**src/rtl/audio_pkg.sv**
```systemverilog
// Shared audio constants: PCM sample width, default DAC MSB index and the
// midscale (zero) code of the excess-2^MSBI DAC word.
package audio_pkg;

    localparam int SAMPLE_W     = 16;
    localparam int DEFAULT_MSBI = 16;

    localparam logic [DEFAULT_MSBI:0] MIDSCALE = 17'h10000;

endpackage

```
**src/rtl/sample_fifo.sv**
```systemverilog
// Small synchronous sample FIFO. Occupancy is kept in a counter one bit wider
// than the pointers, so that a full FIFO and an empty FIFO are never confused.
module sample_fifo #(
    parameter int W     = 16,
    parameter int DEPTH = 4
) (
    input  logic         CLK,
    input  logic         RESET_N,
    input  logic         push,
    input  logic [W-1:0] wdata,
    input  logic         pop,
    output logic [W-1:0] rdata,
    output logic         full,
    output logic         empty
);

    localparam int AW = (DEPTH > 1) ? $clog2(DEPTH) : 1;

    logic [W-1:0]  mem [DEPTH];
    logic [AW-1:0] wr_ptr;
    logic [AW-1:0] rd_ptr;
    logic [AW:0]   count;
    logic          do_push;
    logic          do_pop;

    assign full    = (count == (AW+1)'(DEPTH));
    assign empty   = (count == '0);
    assign do_push = push && !full;
    assign do_pop  = pop && !empty;
    assign rdata   = mem[rd_ptr];

    // DEPTH is a power of two, so the pointers wrap on their own.
    always_ff @(posedge CLK) begin
        if (!RESET_N) begin
            wr_ptr <= '0;
            rd_ptr <= '0;
            count  <= '0;
        end else begin
            if (do_push) wr_ptr <= wr_ptr + AW'(1);
            if (do_pop)  rd_ptr <= rd_ptr + AW'(1);
            case ({do_push, do_pop})
                2'b10:   count <= count + (AW+1)'(1);
                2'b01:   count <= count - (AW+1)'(1);
                default: count <= count;
            endcase
        end
    end

    always_ff @(posedge CLK) begin
        if (do_push) mem[wr_ptr] <= wdata;
    end

endmodule

```
**src/rtl/dac_sample_feeder.sv**
```systemverilog
// Buffers PCM samples and feeds a sigma-delta DAC with an excess-2^MSBI word.
// Each sample taken on a tick is approached through a short linear ramp.
module dac_sample_feeder
    import audio_pkg::*;
#(
    parameter int MSBI      = DEFAULT_MSBI,
    parameter int DEPTH     = 4,
    parameter int RAMP_LOG2 = 3
) (
    input  logic                CLK,
    input  logic                RESET_N,
    input  logic                in_valid,
    input  logic [SAMPLE_W-1:0] in_data,
    output logic                in_ready,
    input  logic                tick,
    input  logic [2:0]          atten,
    output logic [MSBI:0]       DACin,
    output logic                underrun
);

    localparam logic [MSBI:0] MID      = (MSBI+1)'(1) << MSBI;
    localparam int            CW       = RAMP_LOG2 + 1;
    localparam logic [CW-1:0] RAMP_LEN = CW'(1) << RAMP_LOG2;

    logic [SAMPLE_W-1:0]        head;
    logic                       full;
    logic                       empty;
    logic                       pop;
    logic signed [SAMPLE_W-1:0] scaled;
    logic [MSBI:0]              target_next;
    logic signed [MSBI+1:0]     diff;
    logic [MSBI:0]              step_next;
    logic [MSBI:0]              target;
    logic [MSBI:0]              step;
    logic [CW-1:0]              cnt;

    assign in_ready = RESET_N && !full;
    assign pop      = tick && !empty;

    sample_fifo #(
        .W     (SAMPLE_W),
        .DEPTH (DEPTH)
    ) u_fifo (
        .CLK     (CLK),
        .RESET_N (RESET_N),
        .push    (in_valid && in_ready),
        .wdata   (in_data),
        .pop     (pop),
        .rdata   (head),
        .full    (full),
        .empty   (empty)
    );

    // The step is taken one bit wider than the DAC word so that full-scale
    // swings keep their sign; after the shift the result fits again.
    always_comb begin
        scaled      = $signed(head) >>> atten;
        target_next = (MSBI+1)'(scaled) + MID;
        diff        = $signed({1'b0, target_next}) - $signed({1'b0, DACin});
        step_next   = (MSBI+1)'(diff >>> RAMP_LOG2);
    end

    // A pop always restarts the ramp from the present DACin; the last ramp
    // edge loads the exact target so truncation of the step never accumulates.
    always_ff @(posedge CLK) begin
        if (!RESET_N) begin
            DACin    <= MID;
            target   <= MID;
            step     <= '0;
            cnt      <= '0;
            underrun <= 1'b0;
        end else begin
            underrun <= tick && empty;
            if (pop) begin
                target <= target_next;
                step   <= step_next;
                cnt    <= RAMP_LEN;
            end else if (cnt > CW'(1)) begin
                DACin <= DACin + step;
                cnt   <= cnt - CW'(1);
            end else if (cnt == CW'(1)) begin
                DACin <= target;
                cnt   <= '0;
            end
        end
    end

endmodule

```
**config.mk**
```make
export PLATFORM = sky130hd
export DESIGN_NAME = dac_sample_feeder
export DESIGN_NICKNAME = d
export VERILOG_FILES = /design/src/rtl/audio_pkg.sv /design/src/rtl/sample_fifo.sv /design/src/rtl/dac_sample_feeder.sv
export SDC_FILE = /design/constraint.sdc
export NUM_CORES = 1
export LEC_CHECK = 0
export ABC_AREA = 1
export ABC_CLOCK_PERIOD_IN_PS = 10000
export BUFFER_PORTS_ARGS = -buffer_cell sky130_fd_sc_hd__buf_2
export CORE_ASPECT_RATIO = 0.9
export CORE_MARGIN = 2
export CORE_UTILIZATION = 65
export CTS_BUF_LIST = sky130_fd_sc_hd__clkbuf_8 sky130_fd_sc_hd__clkbuf_16
export CTS_CLUSTER_SIZE = 12
export DETAILED_ROUTE_END_ITERATION = 6
export PLACE_DENSITY_LB_ADDON = 0.25
export SYNTH_ARGS = -nofsm -noshare
export SYNTH_HDL_FRONTEND = slang
export SYNTH_SLANG_ARGS = --single-unit
```
**constraint.sdc**
```tcl
create_clock -name CLK -period 10 [get_ports CLK]
set_clock_uncertainty 0.15 [all_clocks]
set_input_delay 1 -clock CLK [delete_from_list [all_inputs] [get_ports CLK]]
set_output_delay 1 -clock CLK [all_outputs]
set_load 0.03 [all_outputs]
```
After elaboration in Yosys (flattened, before gate mapping) --
Memory sizes are Yosys's and may differ from the RTL's. A register that Yosys moved wholly into a read port is not among the register bits. Index checks and enable logic that the tools add are counted. W data, S select, Z words.
Word-level totals: flip-flop bits (word level) 61, output and inout bits 19, memories kept 1, input port bits 23, RAM bits 64
Operators by class: bitwise operators 2, shifts and indexed selects 1, add/subtract/negate cells 8, reduce and logical (&&, ||, !) cells 14, magnitude comparators 1, equality and inequality tests 4, multiplexer cells 10
Memory list:
- u_fifo.mem | words 4, bits a word 16, rd ports 1, clocked after Yosys merged registers in 1, write ports 1, line sample_fifo.sv:19 | logic [W-1:0] mem [DEPTH];
Operators with widths (count):
- $mux W17 | 2
- $sub A17 B17 Y18 | 1
- $add A17 B17 Y17 | 1
- $add A17 B17 Y17 const B | 1
- $sshr A16 B3 Y16 | 1
- $mux W4 | 3
- $logic_and A1 B1 Y1 | 6
- $pmux W3 S2 | 1
- $add A2 B1 Y2 const B | 2
- $eq A4 B1 Y1 const B | 1
- $gt A4 B1 Y1 const B | 1
- $mux W2 | 2
- $reduce_bool A2 Y1 | 2
- $sub A4 B1 Y4 const B | 1
- $add A3 B1 Y3 const B | 1
- $eq A3 B3 Y1 const B | 1
- $logic_not A3 Y1 | 1
- $reduce_bool A3 Y1 | 1
- $sub A3 B1 Y3 const B | 1
- $eq A2 B1 Y1 const B | 1
- $eq A2 B2 Y1 const B | 1
- $logic_not A1 Y1 | 2
- $mux W1 | 2
- $not A1 Y1 | 2
- other kinds (2) | 2

Depth between registers and ports, before layout --
Gate-level depths: netlist (run 1).
depth after elaboration 7, mapped depth 23, depth with buffers taken out 22

By module --
From an unflattened synthesis (run 1), not the netlist that was laid out.
Unflattened totals: cells, all modules 868, area total of the unflattened synthesis 7025.5 sq um
Modules (own cells, without submodules):
- dac_sample_feeder | area an instance 4176.5 sq um, instances 1, cells each 644
- sample_fifo | area an instance 2849.0 sq um, instances 1, cells each 224

Worst setup path after synthesis (run 1) --
OpenSTA, ideal clock, no wires.
path type input to register, from input port atten[0], to register step[13], library setup time 0.113 ns, stages 17, setup slack 6.384 ns, required time 9.737 ns, path buffers 1, arrival 3.353 ns, cell sequence inv_1 -> clkbuf_1 -> nand2_1 -> nand2_1 -> inv_1 -> a21oi_1 -> inv_1 -> o21ai_0 -> inv_1 -> ha_1 -> a21o_1 -> a31oi_1 -> nor2_1 -> a2111oi_0 -> nand3_1 -> nand3_1 -> nand2_1
Between the ends: cells in the longest elaborated chain, start to end 3
RTL lines:
- start: declaration | line dac_sample_feeder.sv:16 | input logic [2:0] atten,
- $sshr A16 B3 Y16 | line dac_sample_feeder.sv:57 | scaled = $signed(head) >>> atten;
- via scaled[9] | line dac_sample_feeder.sv:29 | logic signed [SAMPLE_W-1:0] scaled;
- $add A17 B17 Y17 | line dac_sample_feeder.sv:58 | target_next = (MSBI+1)'(scaled) + MID;
- $sub A17 B17 Y18 | line dac_sample_feeder.sv:59 | diff = $signed({1'b0, target_next}) - $signed({1'b0, DACin});
- end signal: assignment | line dac_sample_feeder.sv:76 | step <= step_next;
- end: declaration | line dac_sample_feeder.sv:34 | logic [MSBI:0] step;
The timed path passes the listed nets, and every way through them passes these cells. A chain may end at the register's enable or synchronous reset.

==> results.sh, run 1 <==
export IMPL_synth_edff_count=64
export IMPL_async_reset_ff_frac=0
export IMPL_die_x_um=112.0
export IMPL_worstSetupPathType="reg2reg"
export IMPL_cts_buffer_depth=2
export IMPL_wl_per_cell_um=17.16
export IMPL_cts_repair_resized=0
export IMPL_setup_tns_ns=0
export IMPL_cp_data_required_time_ns=10.16
export IMPL_n_fill_cell=748
export IMPL_cts_setup_buffers=0
export IMPL_clk_latency_ns=0.42
export IMPL_numCtsBuffers=17
export IMPL_yosysSeqAreaShare=0.4662
export IMPL_finalNetCount=936
export IMPL_final_util=0.7519
export IMPL_portBuffers=41
export IMPL_p_total_uw=2452
export IMPL_p_leak_uw=0.003392
export IMPL_ys_warn_count=0
export IMPL_grt_use_total=0.3145
export IMPL_post_dp_hpwl_um=12120
export IMPL_synth_area_per_cell_um2=8.177
export IMPL_relSlewSlack=0.1854
export IMPL_via_per_inst=5.988
export IMPL_tightestPinTransition_ns=1.217
export IMPL_setup_viol=0
export IMPL_whs_ns=0.3115
export IMPL_synth_seq_cells=127
export IMPL_rsz0062_at_grt="false"
export IMPL_initial_utilization=0.6663
export IMPL_synth_flop_cell="edfxtp_1"
export IMPL_path_max_fanout=22
export IMPL_netlist_area_um2=6828
export IMPL_cts_hold_buf=0
export IMPL_die_area_um2=11340
export IMPL_mappedNetlistNets=899
export IMPL_instances_no_fill=1014
export IMPL_cts_tree="built"
export IMPL_antenna_left=0
export IMPL_h_tree_depth=4
export IMPL_final_common_cell="nand2_1"
export IMPL_yosysTopAreaCellShare=0.2815
export IMPL_ys_types=42
export IMPL_routed_wl_um=17400
export IMPL_clock_sinks=127
export IMPL_root_buffer="clkbuf_16"
export IMPL_period_minus_slack_ns=4.460
export IMPL_grt_pass1_vias=5796
export IMPL_firstDrtPassIters=5
export IMPL_dr_total_vias=6072
export IMPL_gp_congestion=0.9043
export IMPL_arrival_ns=4.62
export IMPL_n_antenna_cell=0
export IMPL_min_path_cells=2
export IMPL_rows=35
export IMPL_drive_gt1_frac=0.1017
export IMPL_hold_class="reg2reg"
export IMPL_grt_overflow=0
export IMPL_report_final_slew_viol_count=0
export IMPL_yosysTopAreaCell="edfxtp_1"
export IMPL_critPathLaunchType="flop"
export IMPL_outcome="complete, no violations"
export IMPL_drc=0
export IMPL_grt_max_degree=34
export IMPL_ioPinCount=42
export IMPL_cts_clk_slew_worst_paths_ns=0.06
export IMPL_dp_cells=982
export IMPL_power_density_nw_per_um2=318.2
export IMPL_synth_area_top_cells="edfxtp_1 (28%), dfxtp_1 (18%), nand2_1 (12%)"
export IMPL_die_y_um=101.2
export IMPL_finalHoldViolCount=0
export IMPL_ff2ff_path_depth=17
export IMPL_ir_drop_mv=0.3282
export IMPL_synthCells=835
export IMPL_min_period_over_period=0.4460
export IMPL_syn_to_final_growth_pct=12.85
export IMPL_endpoint_kind="flop"
export IMPL_core_area_um2=10250
export IMPL_first_iter_violations=488
export IMPL_grt_antenna_before_repair=0
export IMPL_final_cell_mix="nand2_1 (212), inv_1 (90), a21oi_1 (83), edfxtp_1 (64)"
export IMPL_max_freq_mhz=224.2
export IMPL_grt_pass1_wl_um=27850
export IMPL_maxCapViolCount=0
==> through the flow <==
step / setup slack [ns] / area [µm²]
floorplan: 6.384 / 6828
global placement: 5.828 / 7106
detailed placement: 5.703 / 7106
CTS: 5.676 / 7705
global route: 5.219 / 7705
finish: 5.540 / 7705
==> logic make-up (layout without fill, tap and decap cells) <==
| kind of cell | after synthesis | in the layout | share of synthesized area |
|---|---|---|---|
| xor+xnor | 12 | 12 | 0.01539 |
| flops | 127 | 127 | 0.4662 |
| compound gates | 205 | 205 | 0.1723 |
| simple gates | 328 | 328 | 0.1972 |
| fa+ha+maj | 41 | 41 | 0.07733 |
| buf+inv | 122 | 172 | 0.07165 |
==> cell type report <==
cell class	instances	area, µm²	area share
inverter	94	352.8	0.04579
timing repair buffer	46	242.7	0.03150
clock buffer	17	425.4	0.05521
tap	129	161.4	0.02095
sequential	127	3183	0.4131
multi-input combinational	586	3166	0.4108
clock inverter	15	173.9	0.02257
==> layer usage <==
metal  part of all wire  GRT usage
met3              0.081    0.07361
met4              0.027     0.1341
met2               0.45     0.5035
met5                  0          0
met1               0.44     0.4172
==> sequential cells by signal, summed over array words and instances (netlist names), named ones only <==
signal / count
DACin: 17
step: 15
cnt: 4
u_fifo.count: 3
u_fifo.wr_ptr: 2
u_fifo.rd_ptr: 2
u_fifo.mem: 64
underrun: 1
target: 17
==> cells in the mapped netlist (all sizes together), types with 2 or more instances <==
cell and number:
a31oi 12, o22ai 6, a32o 6, nand3 63, nor2 40, a21o 6, a22oi 2, nor3 5
dfxtp 63, ha 39, a221oi 5, a22o 5, nand4 3, inv 93, nand2 214, a21boi 3
o21ai 66, xor2 8, nor4 2, edfxtp 64, a21oi 84, clkbuf 18, buf 10, xnor2 4
o211ai 5, fa 2
==> power breakdown <==
part / internal, µW / switching, µW / total [µW]
logic: 363 / 758 / 1120
registers: 639 / 67.7 / 707
clock network: 374 / 250 / 624
==> worst max-delay path, cell delays in order (launching register included) <==
cell       delay (ns)
dfxtp_1          0.63
inv_1            0.51
nand3_1          0.23
nand2_1          0.16
inv_1            0.19
nand2_1          0.06
o21ai_0          0.11
o21ai_0          0.16
o21ai_0          0.60
ha_1             0.42
nand2_1          0.13
inv_1            0.06
nand3_1          0.10
nor2_1           0.07
a2111oi_0        0.46
nand3_1          0.14
nand3_1          0.10
nand2_1          0.06
==> final timing paths <==
path,startpoint,to,slack [ns]
worst max-delay path,flop,step[13]$_SDFFE_PN0P_,5.54
worst min-delay path,step[9]$_SDFFE_PN0P_,step[9]$_SDFFE_PN0P_,0.31
worst max register to register,flop,step[13]$_SDFFE_PN0P_,5.54
worst min register to register,step[9]$_SDFFE_PN0P_,step[9]$_SDFFE_PN0P_,0.31
Power figures use the tool's default switching activity.
==> inputs of run 2 (changes only) <==
- ABC_CLOCK_PERIOD_IN_PS: 10000 -> 4100
- CORE_UTILIZATION: 65 -> 55
- clock period: 10 -> 4.1 ns (I/O delays scaled with it)
==> results.sh, run 2 (synthesized netlist as in run 1, its figures left out) <==
export IMPL_min_period_over_period=0.8873
export IMPL_setup_tns_ns=0
export IMPL_ff2ff_path_depth=17
export IMPL_arrival_ns=3.81
export IMPL_first_iter_violations=634
export IMPL_hold_class="in2reg"
export IMPL_dp_cells=1021
export IMPL_report_final_slew_viol_count=0
export IMPL_grt_pass1_wl_um=28590
export IMPL_worstSetupPathType="reg2reg"
export IMPL_grt_antenna_before_repair=0
export IMPL_clk_latency_ns=0.44
export IMPL_routed_wl_um=17810
export IMPL_rsz0062_at_grt="false"
export IMPL_cp_data_required_time_ns=4.28
export IMPL_via_per_inst=5.718
export IMPL_instances_no_fill=1053
export IMPL_design_area_um2=7801
export IMPL_top_register="u_fifo.mem"
export IMPL_largestRegisters="u_fifo.mem (64), DACin (17), target (17)"
export IMPL_largest_reg_flops=64
export IMPL_die_y_um=109.7
export IMPL_period_minus_slack_ns=3.638
export IMPL_path_max_fanout=32
export IMPL_critPathTopFamily="compound AO/OA/AOI/OAI gates"
export IMPL_p_leak_uw=0.003449
export IMPL_n_antenna_cell=0
export IMPL_maxCapViolCount=0
export IMPL_firstDrtPassIters=5
export IMPL_cp_slowest_cell="a2111oi_0"
export IMPL_grt_max_degree=33
export IMPL_root_buffer="clkbuf_16"
export IMPL_gp_congestion=0.9248
export IMPL_die_x_um=121.4
export IMPL_max_freq_mhz=274.9
export IMPL_min_path_cells=1
export IMPL_cpPeakStageDelay_ns=0.42
export IMPL_setup_viol=0
export IMPL_endpoint="step[13]$_SDFFE_PN0P_"
export IMPL_r2r_end="step[13]$_SDFFE_PN0P_"
export IMPL_h_tree_depth=4
export IMPL_cp_common_cell="nand2_1"
export IMPL_place_area_um2=7194
export IMPL_finalNetCount=944
export IMPL_drc=0
export IMPL_power_density_nw_per_um2=770.9
export IMPL_cts_tree="built"
export IMPL_grt_overflow=0
export IMPL_whs_ns=0.04095
export IMPL_portBuffers=41
export IMPL_cts_repair_resized=0
export IMPL_relSlewSlack=0.6076
export IMPL_final_common_cell="nand2_1"
export IMPL_rrSetupSlack_ns=0.46
export IMPL_cts_clk_slew_worst_paths_ns=0.06
export IMPL_grt_use_total=0.2820
export IMPL_grt_pass1_vias=5763
export IMPL_rows=38
export IMPL_wl_per_cell_um=16.92
export IMPL_core_area_um2=12080
export IMPL_cp_depth=17
export IMPL_cts_hold_buf=0
export IMPL_numCtsBuffers=17
export IMPL_drive_gt1_frac=0.1041
export IMPL_outcome="complete, no violations"
export IMPL_cp_buffers_inverters=2
export IMPL_antenna_left=0
export IMPL_final_cell_mix="nand2_1 (212), inv_1 (91), a21oi_1 (83), edfxtp_1 (64)"
export IMPL_finalHoldViolCount=0
export IMPL_tightestPinTransition_ns=0.5849
export IMPL_ioPinCount=42
export IMPL_post_dp_hpwl_um=12840
export IMPL_cts_buffer_depth=2
export IMPL_critPathLaunchType="flop"
export IMPL_clock_sinks=127
export IMPL_endpoint_kind="flop"
export IMPL_ir_drop_mv=0.8165
export IMPL_die_area_um2=13320
export IMPL_cts_setup_buffers=0
export IMPL_crit_chain="buf_4 > nand2_1 > a32o_1 > nor2_1 > a31oi_1 > nand2_1 > o21ai_0 > o21ai_0 > ha_1 > a21oi_1 > inv_1 > a31oi_1 > nor2_1 > a2111oi_0 > nand3_1 > nand3_1 > nand2_1"
export IMPL_initial_utilization=0.5654
export IMPL_syn_to_final_growth_pct=14.26
export IMPL_dr_total_vias=6021
==> run 2: area by class of cell <==
type | instances | area, µm²
Clock buffer | 18 | 439.2
Fill cell | 1023 | 4275
Timing Repair Buffer | 54 | 302.8
Sequential cell | 127 | 3183
Clock inverter | 14 | 167.7
Multi-Input combinational cell | 586 | 3156
Inverter | 94 | 352.8
Tap cell | 160 | 200.2
==> run 2: stage by stage <==
stage	total power (µW)	worst slack, ns	utilization
2_1_floorplan	3720	0.8667	-
3_3_place_gp	4336	0.5288	0.5957
3_5_place_dp	4437	0.4767	0.5957
4_1_cts	5991	0.4804	0.6460
5_1_grt	6418	0.06097	0.6460
6_report	6014	0.4620	0.6460
==> run 2: where the power goes <==
group | internal (µW) | switching (µW)
clock | 969 | 574
sequential | 1560 | 156
combinational | 897 | 1860
==> run 2: layer usage <==
metal,part of all wire,global-route usage
met3,0.059,0.06068
met2,0.46,0.4490
met5,0,0
met4,0.024,0.1190
met1,0.46,0.3757
==> run 2: how the worst min path moves through the flow <==
stage / to / from
global placement: step[0]$_SDFFE_PN0P_ / step[0]$_SDFFE_PN0P_
floorplan: target[4]$_SDFFE_PN0P_ / target[4]$_SDFFE_PN0P_
global route: u_fifo.mem[2][2]$_DFFE_PP_ / in_data[2]
finish: u_fifo.mem[2][11]$_DFFE_PP_ / in_data[11]
detailed placement: target[6]$_SDFFE_PN0P_ / target[6]$_SDFFE_PN0P_
CTS: u_fifo.mem[2][11]$_DFFE_PP_ / in_data[11]
